<file path="src/rtl/arb_pkg.sv">
// Shared types and sizing helpers for the round-robin grant arbiter.
package arb_pkg;

  typedef enum logic {
    IDLE,
    GRANT
  } arb_state_t;

  localparam int CNT_W = 8;

  function automatic int num_req(input int w);
    return 1 << w;
  endfunction

endpackage

</file>
<file path="src/rtl/rr_prio_enc.sv">
// Rotating priority encoder: first set req bit at or above ptr, wrapping.
module rr_prio_enc
  import arb_pkg::*;
#(
  parameter int n = 3
) (
  input  logic [num_req(n)-1:0] req,
  input  logic [n-1:0]          ptr,
  output logic [n-1:0]          win,
  output logic                  any
);

  localparam int N = num_req(n);

  logic [n:0]   shl;
  logic [N-1:0] rot;
  logic [n-1:0] off;

  always_comb begin
    shl = (n+1)'(N) - {1'b0, ptr};
    rot = (req >> ptr) | (req << shl);
    off = '0;
    for (int i = N - 1; i >= 0; i--) begin
      if (rot[i]) off = n'(i);
    end
    // n-bit add wraps modulo N
    win = off + ptr;
    any = |req;
  end

endmodule

</file>
<file path="src/rtl/rr_grant_arbiter.sv">
// Round-robin arbiter with registered one-hot grant and hold limit.
module rr_grant_arbiter
  import arb_pkg::*;
#(
  parameter int n        = 3,
  parameter int MAX_HOLD = 4
) (
  input  logic                  clk,
  input  logic                  rst_n,
  input  logic [num_req(n)-1:0] req,
  output logic [num_req(n)-1:0] gnt,
  output logic [n-1:0]          gnt_idx,
  output logic                  gnt_valid
);

  localparam int N = num_req(n);
  localparam logic [CNT_W-1:0] HOLD_LAST =
    CNT_W'(MAX_HOLD - 1);

  arb_state_t       state_q, state_d;
  logic [n-1:0]     ptr_q, ptr_d;
  logic [CNT_W-1:0] cnt_q, cnt_d;
  logic [N-1:0]     gnt_q, gnt_d;
  logic [n-1:0]     idx_q, idx_d;
  logic             vld_q, vld_d;

  logic [n-1:0] win;
  logic         any;
  logic         others;
  logic         owner_drop;
  logic         hold_hit;

  rr_prio_enc #(.n(n)) u_enc (
    .req (req),
    .ptr (ptr_q),
    .win (win),
    .any (any)
  );

  assign others     = |(req & ~gnt_q);
  assign owner_drop = ~req[idx_q];
  assign hold_hit   = (cnt_q == HOLD_LAST) && others;

  always_comb begin
    state_d = state_q;
    ptr_d   = ptr_q;
    cnt_d   = cnt_q;
    gnt_d   = gnt_q;
    idx_d   = idx_q;
    vld_d   = vld_q;
    unique case (state_q)
      IDLE: begin
        if (any) begin
          state_d = GRANT;
          idx_d   = win;
          gnt_d   = N'(1) << win;
          vld_d   = 1'b1;
          ptr_d   = win + n'(1);
          cnt_d   = '0;
        end
      end
      GRANT: begin
        unique case (1'b1)
          owner_drop || hold_hit: begin
            state_d = IDLE;
            idx_d   = '0;
            gnt_d   = '0;
            vld_d   = 1'b0;
            cnt_d   = '0;
          end
          default: begin
            if (cnt_q != HOLD_LAST)
              cnt_d = cnt_q + CNT_W'(1);
          end
        endcase
      end
    endcase
  end

  always_ff @(posedge clk or negedge rst_n) begin
    if (!rst_n) begin
      state_q <= IDLE;
      ptr_q   <= '0;
      cnt_q   <= '0;
      gnt_q   <= '0;
      idx_q   <= '0;
      vld_q   <= 1'b0;
    end else begin
      state_q <= state_d;
      ptr_q   <= ptr_d;
      cnt_q   <= cnt_d;
      gnt_q   <= gnt_d;
      idx_q   <= idx_d;
      vld_q   <= vld_d;
    end
  end

  assign gnt       = gnt_q;
  assign gnt_idx   = idx_q;
  assign gnt_valid = vld_q;

endmodule

</file>
<file path="config.mk">
export PLATFORM = sky130hd
export DESIGN_NAME = rr_grant_arbiter
export DESIGN_NICKNAME = d
export VERILOG_FILES = /design/src/rtl/arb_pkg.sv /design/src/rtl/rr_prio_enc.sv /design/src/rtl/rr_grant_arbiter.sv
export SDC_FILE = /design/constraint.sdc
export NUM_CORES = 1
export LEC_CHECK = 0
export ABC_AREA = 1
export CAP_MARGIN = 25
export CORE_MARGIN = 5
export CORE_UTILIZATION = 53
export DETAILED_ROUTE_END_ITERATION = 10
export DONT_BUFFER_PORTS = 1
export PLACE_DENSITY = 0.71
export SYNTH_ARGS = -nofsm -noshare
export SYNTH_HDL_FRONTEND = slang
export SYNTH_HIERARCHICAL = 1
export SYNTH_SLANG_ARGS = --single-unit
</file>
<file path="constraint.sdc">
create_clock -name clk -period 3.6 [get_ports clk]
set_input_delay 0.72 -clock clk [delete_from_list [all_inputs] [get_ports clk]]
set_output_delay 0.72 -clock clk [all_outputs]
set_load 0.03 [all_outputs]
</file>
After elaboration in Yosys (flattened, before gate mapping)
Index checks and enable logic that the tools add are counted.
{ "classes": {"magnitude_cmp": 1, "n_bitwise": 5, "n_eq_ne": 5, "shift": 3, "muxes": 26, "add_sub_neg": 4, "reduce_logical": 7} }
{ "op_table": {"columns": ["cell", "n"], "rows": [
  ["8-bit two-way mux", 5],
  ["8-bit one-hot mux with 2 select lines", 2],
  ["3-bit two-way mux", 10],
  ["8-bit OR reduction", 2],
  ["8-bit by 1-bit adder with 8-bit output, second input constant", 1],
  ["8-bit bitwise AND", 1],
  ["8-bit by 2-bit equality test with 1-bit output, second input constant", 1],
  ["8-bit by 2-bit inequality test with 1-bit output, second input constant", 1],
  ["8-bit inverter", 1],
  ["8-bit OR", 1],
  ["1-bit by 3-bit left shift with 8-bit output, first input constant", 1],
  ["8-bit by 4-bit left shift with 8-bit output", 1],
  ["8-bit by 3-bit >> shifter with 8-bit output", 1],
  ["3-bit one-hot mux with 2 select lines", 1],
  ["2-bit AND reduction", 3],
  ["1-bit two-way mux", 5],
  ["3-bit by 4-bit < comparator with 1-bit output, second input constant", 1],
  ["1-bit one-hot mux with 2 select lines", 2],
  ["4-bit by 3-bit subtractor with 4-bit output, first input constant", 1],
  ["3-bit by 1-bit adder with 3-bit output, second input constant", 1],
  ["3-bit adder", 1],
  ["1-bit binary-select mux with 3-bit select", 1],
  ["3-bit by 1-bit inequality test with 1-bit output, second input constant", 1],
  ["2-bit by 1-bit inequality test with 1-bit output, second input constant", 1],
  ["4 further kinds", 5]
]} }
{ "word_totals": {"word_cells": 57, "in_bits": 10, "ff_bits": 24} }

Depth between registers and ports, before layout
Gate-level depths: netlist of run 1.
{ "logic_depth": {"depth_word": 15, "ltp_mapped": 29, "depth_no_buf": 27} }

Hierarchy
The synthesis of run 1 kept the hierarchy.
{ "modules_own_cells": {"columns": ["mod", "area_each_um2", "instances", "cells_each", "seq_area_each_um2"], "rows": [
  ["rr_grant_arbiter", 1368.8, 1, 174, 600.6],
  ["rr_prio_enc", 777.0, 1, 137, 0.0]
]} }

Worst setup path before layout of run 1
OpenSTA, ideal clock, no wires.
{ "synth_path": {"path_kind": "flip-flop to flip-flop", "from": "register ptr_q[0]", "to": "register ptr_q[2]", "t_arrival_ns": 3.327, "period_less_slack_ns": 3.410, "setup_slack_ns": 0.190, "setup_time_ns": 0.083, "stages_incl_launch_ff": 27, "cell_sequence": "dfrtp_1 buf_6 inv_4 buf_12 ha_1 buf_2 inv_1 nand3_1 nand3_1 nand2_1 a21oi_2 nand2_1 nand2_1 nand2_1 nand2_1 nand2_1 a21oi_1 ha_1 inv_1 fa_1 xor2_1 nand3b_1 nand2_1 inv_1 inv_1 ha_1 o21ai_0"} }
{ "synth_via": {"elab_chain_len": 13} }
{ "synth_lines": {"columns": ["item", "line", "text"], "rows": [
  ["start: declaration", "rr_grant_arbiter.sv:21", "logic [n-1:0] ptr_q, ptr_d;"],
  ["start signal: assignment", "rr_grant_arbiter.sv:90", "ptr_q <= ptr_d;"],
  ["4-bit by 3-bit subtractor with 4-bit output", "rr_prio_enc.sv:20", "shl = (n+1)'(N) - {1'b0, ptr};"],
  ["8-bit by 4-bit left shift with 8-bit output", "rr_prio_enc.sv:21", "rot = (req >> ptr) | (req << shl);"],
  ["8-bit OR", "rr_prio_enc.sv:21", null],
  ["3-bit two-way mux (8 in series)", "rr_prio_enc.sv:24", "if (rot[i]) off = n'(i);"],
  ["3-bit adder (*)", "rr_prio_enc.sv:27", "win = off + ptr;"],
  ["named net win[2]", "rr_grant_arbiter.sv:27", "logic [n-1:0] win;"],
  ["3-bit by 1-bit adder with 3-bit output (*)", "rr_grant_arbiter.sv:58", "ptr_d = win + n'(1);"]
]} }
The timed path passes the listed nets; every way through them passes the cells marked *.
A chain may end at the register's enable or synchronous reset.

Final worst setup path of run 1
{ "layout_path": {"from": "register ptr_q[1]", "to": "register ptr_q[2]"} }
The elaborated chain is that of the path after synthesis.

==> results of run 1 <==
## worst reg2reg max path, cell delays in order (launching register included)
cell and delay, ns:
dfrtp_1 0.41, inv_4 0.12, ha_4 0.14, inv_1 0.03
nand2_1 0.06, nand2_2 0.12, inv_1 0.10, nand3_1 0.06
nand2_1 0.07, nand2_1 0.06, nand2_2 0.08, nand2_1 0.06
nand2_1 0.05, nand2_1 0.04, nand2_1 0.05, nand2_1 0.04
a21oi_1 0.15, ha_1 0.17, inv_1 0.05, fa_1 0.37
xor2_1 0.16, nand3b_1 0.16, nand2_1 0.07, inv_1 0.05
inv_1 0.13, ha_1 0.25, o21ai_0 0.15
## through the flow
| stage | utilization (%) | setup slack (ns) | cell area (µm²) | instances |
|---|---|---|---|---|
| 2_1_floorplan | - | 0.190 | 2150 | 311 |
| 3_3_place_gp | 55.2 | 0.322 | 2190 | 361 |
| 3_5_place_dp | 55.2 | 0.209 | 2190 | 361 |
| 4_1_cts | 56.6 | 0.181 | 2250 | 365 |
| 5_1_grt | 56.9 | 0.0137 | 2260 | 365 |
| 6_report | 56.9 | 0.317 | 2260 | 365 |
## area by class of cell
type	instances	area, µm²
sequential	24	601
multi-input combinational	239	1340
timing repair buffer	5	37.5
clock buffer	4	55.1
tap	50	62.6
fill	406	1710
inverter	43	166
## registers in the layout, indices dropped and copies added (netlist names)
register and cells:
cnt_q 8, gnt 8, gnt_idx 3, ptr_q 3, gnt_valid 1, state_q 1
## final timing paths
check | start | endpoint | slack [ns] | depth (start not counted)
min in group clk | cnt_q[7] | cnt_q[7] | 0.51 | 2
worst min register to register | cnt_q[7] | cnt_q[7] | 0.51 | 2
worst max-delay path | ptr_q[1] | ptr_q[2] | 0.32 | 26
worst min-delay path | rst_n | gnt[2] | 0.14 | 0
worst max register to register | ptr_q[1] | ptr_q[2] | 0.32 | 26
max in group asynchronous | rst_n | cnt_q[5] | 3.39 | 0
## cell families (layout without fill, tap and decap cells)
family | Yosys count | after routing | share of synthesized area (%)
AOI/OAI and AO/OA | 29 | 29 | 10.5
xor gates and xnor gates | 2 | 2 | 0.816
adders and majority gates | 10 | 10 | 6.18
buffers and inverters | 48 | 52 | 10.2
DFF | 24 | 24 | 28.0
and+or+nand+nor | 198 | 198 | 44.3
## per-layer routing
layer  vias to the layer above  GRT usage (%)  part of all wire (%)
li1                        988              -                     -
met3                        12           4.51                   6.1
met5                         -              0                     0
met2                        54           32.8                    49
met4                         0           7.24                   2.3
met1                       873           24.7                    43
## cell usage in the layout (no fill, tap or decap), types with 3 or more instances in the layout
| cell | instances |
|---|---|
| dfrtp_1 | 24 |
| nand2_2 | 14 |
| inv_2 | 4 |
| nand3_1 | 30 |
| o21ai_2 | 9 |
| inv_1 | 37 |
| nand2_1 | 106 |
| o21ai_1 | 4 |
| nor2_1 | 18 |
| clkbuf_8 | 4 |
| nand2_4 | 5 |
| nand3b_1 | 3 |
| buf_4 | 5 |
| nand4_1 | 5 |
| ha_1 | 8 |
| nor2_2 | 4 |
| o21ai_0 | 5 |
==> results.sh, run 1 <==
export IMPL_status="completed"
export IMPL_cts_buffers_inserted=3
export IMPL_num_antenna_cells=0
export IMPL_finalCritPeriodShare_pct=91.2
export IMPL_drt_wl_total_mm=4.85
export IMPL_synthDistinctLibCells=39
export IMPL_worst_clock_skew_ns=0.00539
export IMPL_area_delta_synth_final_pct=5.36
export IMPL_async_reset_ff_share_pct=100
export IMPL_post_cts_buffers=0
export IMPL_crit_buf_inv=6
export IMPL_via_count=1927
export IMPL_crit_family="adder cells"
export IMPL_io_pins=22
export IMPL_first_pass_iters=4
export IMPL_overflow=0
export IMPL_avgSynthCellArea_um2=6.90
export IMPL_grt_max_degree=25
export IMPL_grt_pass1_wl_mm=8.38
export IMPL_synth_edf_count=0
export IMPL_core_area_um2=3970
export IMPL_cts_resized=0
export IMPL_cap_violations=0
export IMPL_critical_path_class="flop to flop"
export IMPL_nets=336
export IMPL_end_kind="flop"
export IMPL_syn_nets=331
export IMPL_synth_seq_area_share_pct=28.0
export IMPL_viasPerCell=5.28
export IMPL_clockBufferDepth=2
export IMPL_drive_gt1_share_pct=19.4
export IMPL_finalSetupViolCount=0
export IMPL_critPathLaunchType="flop"
export IMPL_ys_flop_type="dfrtp_1"
export IMPL_hold_ws_ns=0.135
export IMPL_drtAntennaViolNets=0
export IMPL_clk_pin_slew_ns=0.08
export IMPL_syn_inst=311
export IMPL_max_clock_freq_mhz=305
export IMPL_htree_levels=1
export IMPL_track_usage_pct=19.7
export IMPL_ys_seq_elements=24
export IMPL_slowest_stage="dfrtp_1"
export IMPL_rsz0062_at_grt="no"
export IMPL_antenna_found_initial=0
export IMPL_clock_latency_ns=0.27
export IMPL_cts_tree="done"
export IMPL_yosysTopAreaCellShare_pct=28.0
export IMPL_rows=23
export IMPL_worst_slew_pin_slew_ns=0.429
export IMPL_cp_slowest_stage_delay_ns=0.41
export IMPL_dr_first_iter_drc_count=81
export IMPL_die_x_um=73.6
export IMPL_hold_path_class="input pin to async pin"
export IMPL_yosys_warnings=6
export IMPL_portBuffers=0
export IMPL_yosys_area_top_type="dfrtp_1"
export IMPL_start_util_pct=54.0
export IMPL_crit_required_ns=3.79
export IMPL_first_global_vias=1914
export IMPL_routedWlPerCell_um=13.3
export IMPL_cts_root_buffer="clkbuf_8"
export IMPL_min_period_ns=3.28
export IMPL_fp_dieH_um=73.6
export IMPL_detailed_place_hpwl_mm=3.83
export IMPL_max_slew_margin_rel_pct=71.4
export IMPL_synth_area_leaders="dfrtp_1, nand2_1, nand3_1, inv_1, ha_1"
export IMPL_maxSlewViolCount=0
export IMPL_crit_arrival_ns=3.48
export IMPL_cpMostUsedCell="nand2_1"
export IMPL_worstPathMaxFanout=7
export IMPL_yosysMostFrequentCell="nand2_1"
export IMPL_die_area_um2=5420
export IMPL_hold_violations=0
export IMPL_netlist_area_um2=2150
export IMPL_clock_sinks=24
export IMPL_post_route_drc_count=0
export IMPL_cts_hold_buf=0
export IMPL_synth_common_cells="nand2_1, inv_1, nand3_1"
export IMPL_gp_congestion=0.871
export IMPL_setup_tns_final_ns=0
Power of run 1 is not shown: default switching activity piles up to over one toggle a cycle in this logic, so the estimate is an artifact.
==> run 2: changes to the inputs <==
PLACE_DENSITY = 0.68   (was 0.71)
TNS_END_PERCENT = 10   (was not set)
clock period = 3.3 ns   (was 3.6 ns; I/O delays follow)
==> run 2 against run 1 <==
Effect of this change:
- flip-flop and latch count unchanged
- utilization rose by 1.4 points
- critical path type unchanged
- sequential share of layout area decreased by 0.58 points
- routed wire length is 2.0% higher
- clock skew shrank 0.0037 ns
- largest cell class unchanged
- non-clock buffer count increased by 6
- fmax increased by 4.6%
- hold slack got worse by 0.060 ns
- critical path depth down 2
- register-to-register slack got worse by 0.16 ns
==> results.sh, run 2 (synthesized netlist as in run 1, its figures left out) <==
export IMPL_first_global_vias=1796
export IMPL_cap_violations=0
export IMPL_start_util_pct=54.0
export IMPL_grt_pass1_wl_mm=8.36
export IMPL_crit_buf_inv=5
export IMPL_max_slew_margin_rel_pct=71.1
export IMPL_portBuffers=0
export IMPL_worst_clock_skew_ns=0.00167
export IMPL_cts_buffers_inserted=3
export IMPL_min_period_ns=3.14
export IMPL_slowest_stage="dfrtp_1"
export IMPL_timing_rr_start="ptr_q[1]"
export IMPL_routedWlPerCell_um=13.4
export IMPL_dp_slack_ns=-0.00455
export IMPL_htree_levels=1
export IMPL_worstPathMaxFanout=6
export IMPL_cts_tree="done"
export IMPL_placed_cells=364
export IMPL_r2r_slack_ns=0.16
export IMPL_finalCritPeriodShare_pct=95.1
export IMPL_cts_root_buffer="clkbuf_8"
export IMPL_core_area_um2=3970
export IMPL_cp_slowest_stage_delay_ns=0.39
export IMPL_critical_path_class="flop to flop"
export IMPL_worst_slew_pin_slew_ns=0.433
export IMPL_io_pins=22
export IMPL_overflow=0
export IMPL_finalSetupViolCount=0
export IMPL_status="completed"
export IMPL_crit_required_ns=3.50
export IMPL_drive_gt1_share_pct=23.1
export IMPL_gp_congestion=0.927
export IMPL_antenna_found_initial=0
export IMPL_drt_wl_total_mm=4.95
export IMPL_critPathLaunchType="flop"
export IMPL_crit_chain="inv_2, ha_4, buf_4, nand3_1, nand3_1, nand2_1, nand2_1, nand2_2, nand2_1, nand2_1, nand2_1, nand2_1, nand2_1, a21oi_2, ha_1, inv_1, fa_2, xor2_1, nand3b_1, nand2_1, inv_2, inv_4, ha_1, o21ai_1"
export IMPL_ff2ff_path_depth=24
export IMPL_rr_endpoint="ptr_q[2]"
export IMPL_rows=23
export IMPL_die_area_um2=5420
export IMPL_nets=342
export IMPL_cpMostUsedCell="nand2_1"
export IMPL_instances_no_fill=370
export IMPL_viasPerCell=5.21
export IMPL_detailed_place_hpwl_mm=3.79
export IMPL_mostFrequentLayoutCells="nand2_1, inv_1, nand3_1"
export IMPL_setup_slack_ns=0.161
export IMPL_max_clock_freq_mhz=319
export IMPL_dr_first_iter_drc_count=115
export IMPL_track_usage_pct=19.6
export IMPL_mostFrequentLayoutCell="nand2_1"
export IMPL_end_kind="flop"
export IMPL_area_delta_synth_final_pct=7.93
export IMPL_grt_max_degree=25
export IMPL_hold_violations=0
export IMPL_hold_path_class="input pin to async pin"
export IMPL_post_route_drc_count=0
export IMPL_clock_latency_ns=0.27
export IMPL_clk_pin_slew_ns=0.08
export IMPL_drtAntennaViolNets=0
export IMPL_crit_family="adder cells"
export IMPL_num_antenna_cells=0
export IMPL_clockBufferDepth=2
export IMPL_clock_sinks=24
export IMPL_crit_arrival_ns=3.34
export IMPL_via_count=1926
export IMPL_die_x_um=73.6
export IMPL_maxSlewViolCount=0
export IMPL_fp_dieH_um=73.6
export IMPL_first_pass_iters=4
run 2: stage by stage:
stage          setup TNS, ns  hold WS [ns]  area (µm²)  utilization, %
2_1_floorplan              0         0.364        2150               -
3_3_place_gp               0         0.365        2220            55.8
3_5_place_dp        -0.00455         0.365        2220            55.8
4_1_cts                    0        0.0694        2260            56.9
5_1_grt              -0.0943        0.0587        2320            58.3
6_report                   0        0.0756        2320            58.3
run 2: metal layers:
layer | vias up | global-route usage [%] | part of all wire (%)
met2 | 33 | 32.3 | 48
met1 | 881 | 26.9 | 47
met4 | 0 | 6.04 | 2.2
met5 | - | 0 | 0
li1 | 1001 | - | -
met3 | 11 | 2.33 | 2.9
run 2: area by class of cell:
| cell class | count | area, µm² |
|---|---|---|
| multi-input combinational | 239 | 1360 |
| timing repair buffer | 11 | 86.3 |
| sequential | 24 | 602 |
| fill | 393 | 1660 |
| clock buffer | 3 | 41.3 |
| tap | 50 | 62.6 |
| inverter | 43 | 169 |
run 2: worst max-delay path by stage:
stage	from	to	slack (ns)	cells after the start
6_report	ptr_q[1]	ptr_q[2]	0.16	24
5_1_grt	ptr_q[1]	gnt[7]	-0.04	22
4_1_cts	ptr_q[1]	ptr_q[2]	0.07	23
3_5_place_dp	ptr_q[0]	ptr_q[2]	-0.005	23
3_3_place_gp	ptr_q[0]	ptr_q[2]	0.06	23
2_1_floorplan	ptr_q[0]	ptr_q[2]	0.02	26
run 2: what timing repair did:
action / 4_1_cts / 5_1_grt
setup endpoints to repair: 1 / 9
pin swaps: 0 / 5
hold buffers: 0 / 0
setup buffers: 0 / 3
resized for setup: 1 / 13
Power of run 2 is left out for the same reason.
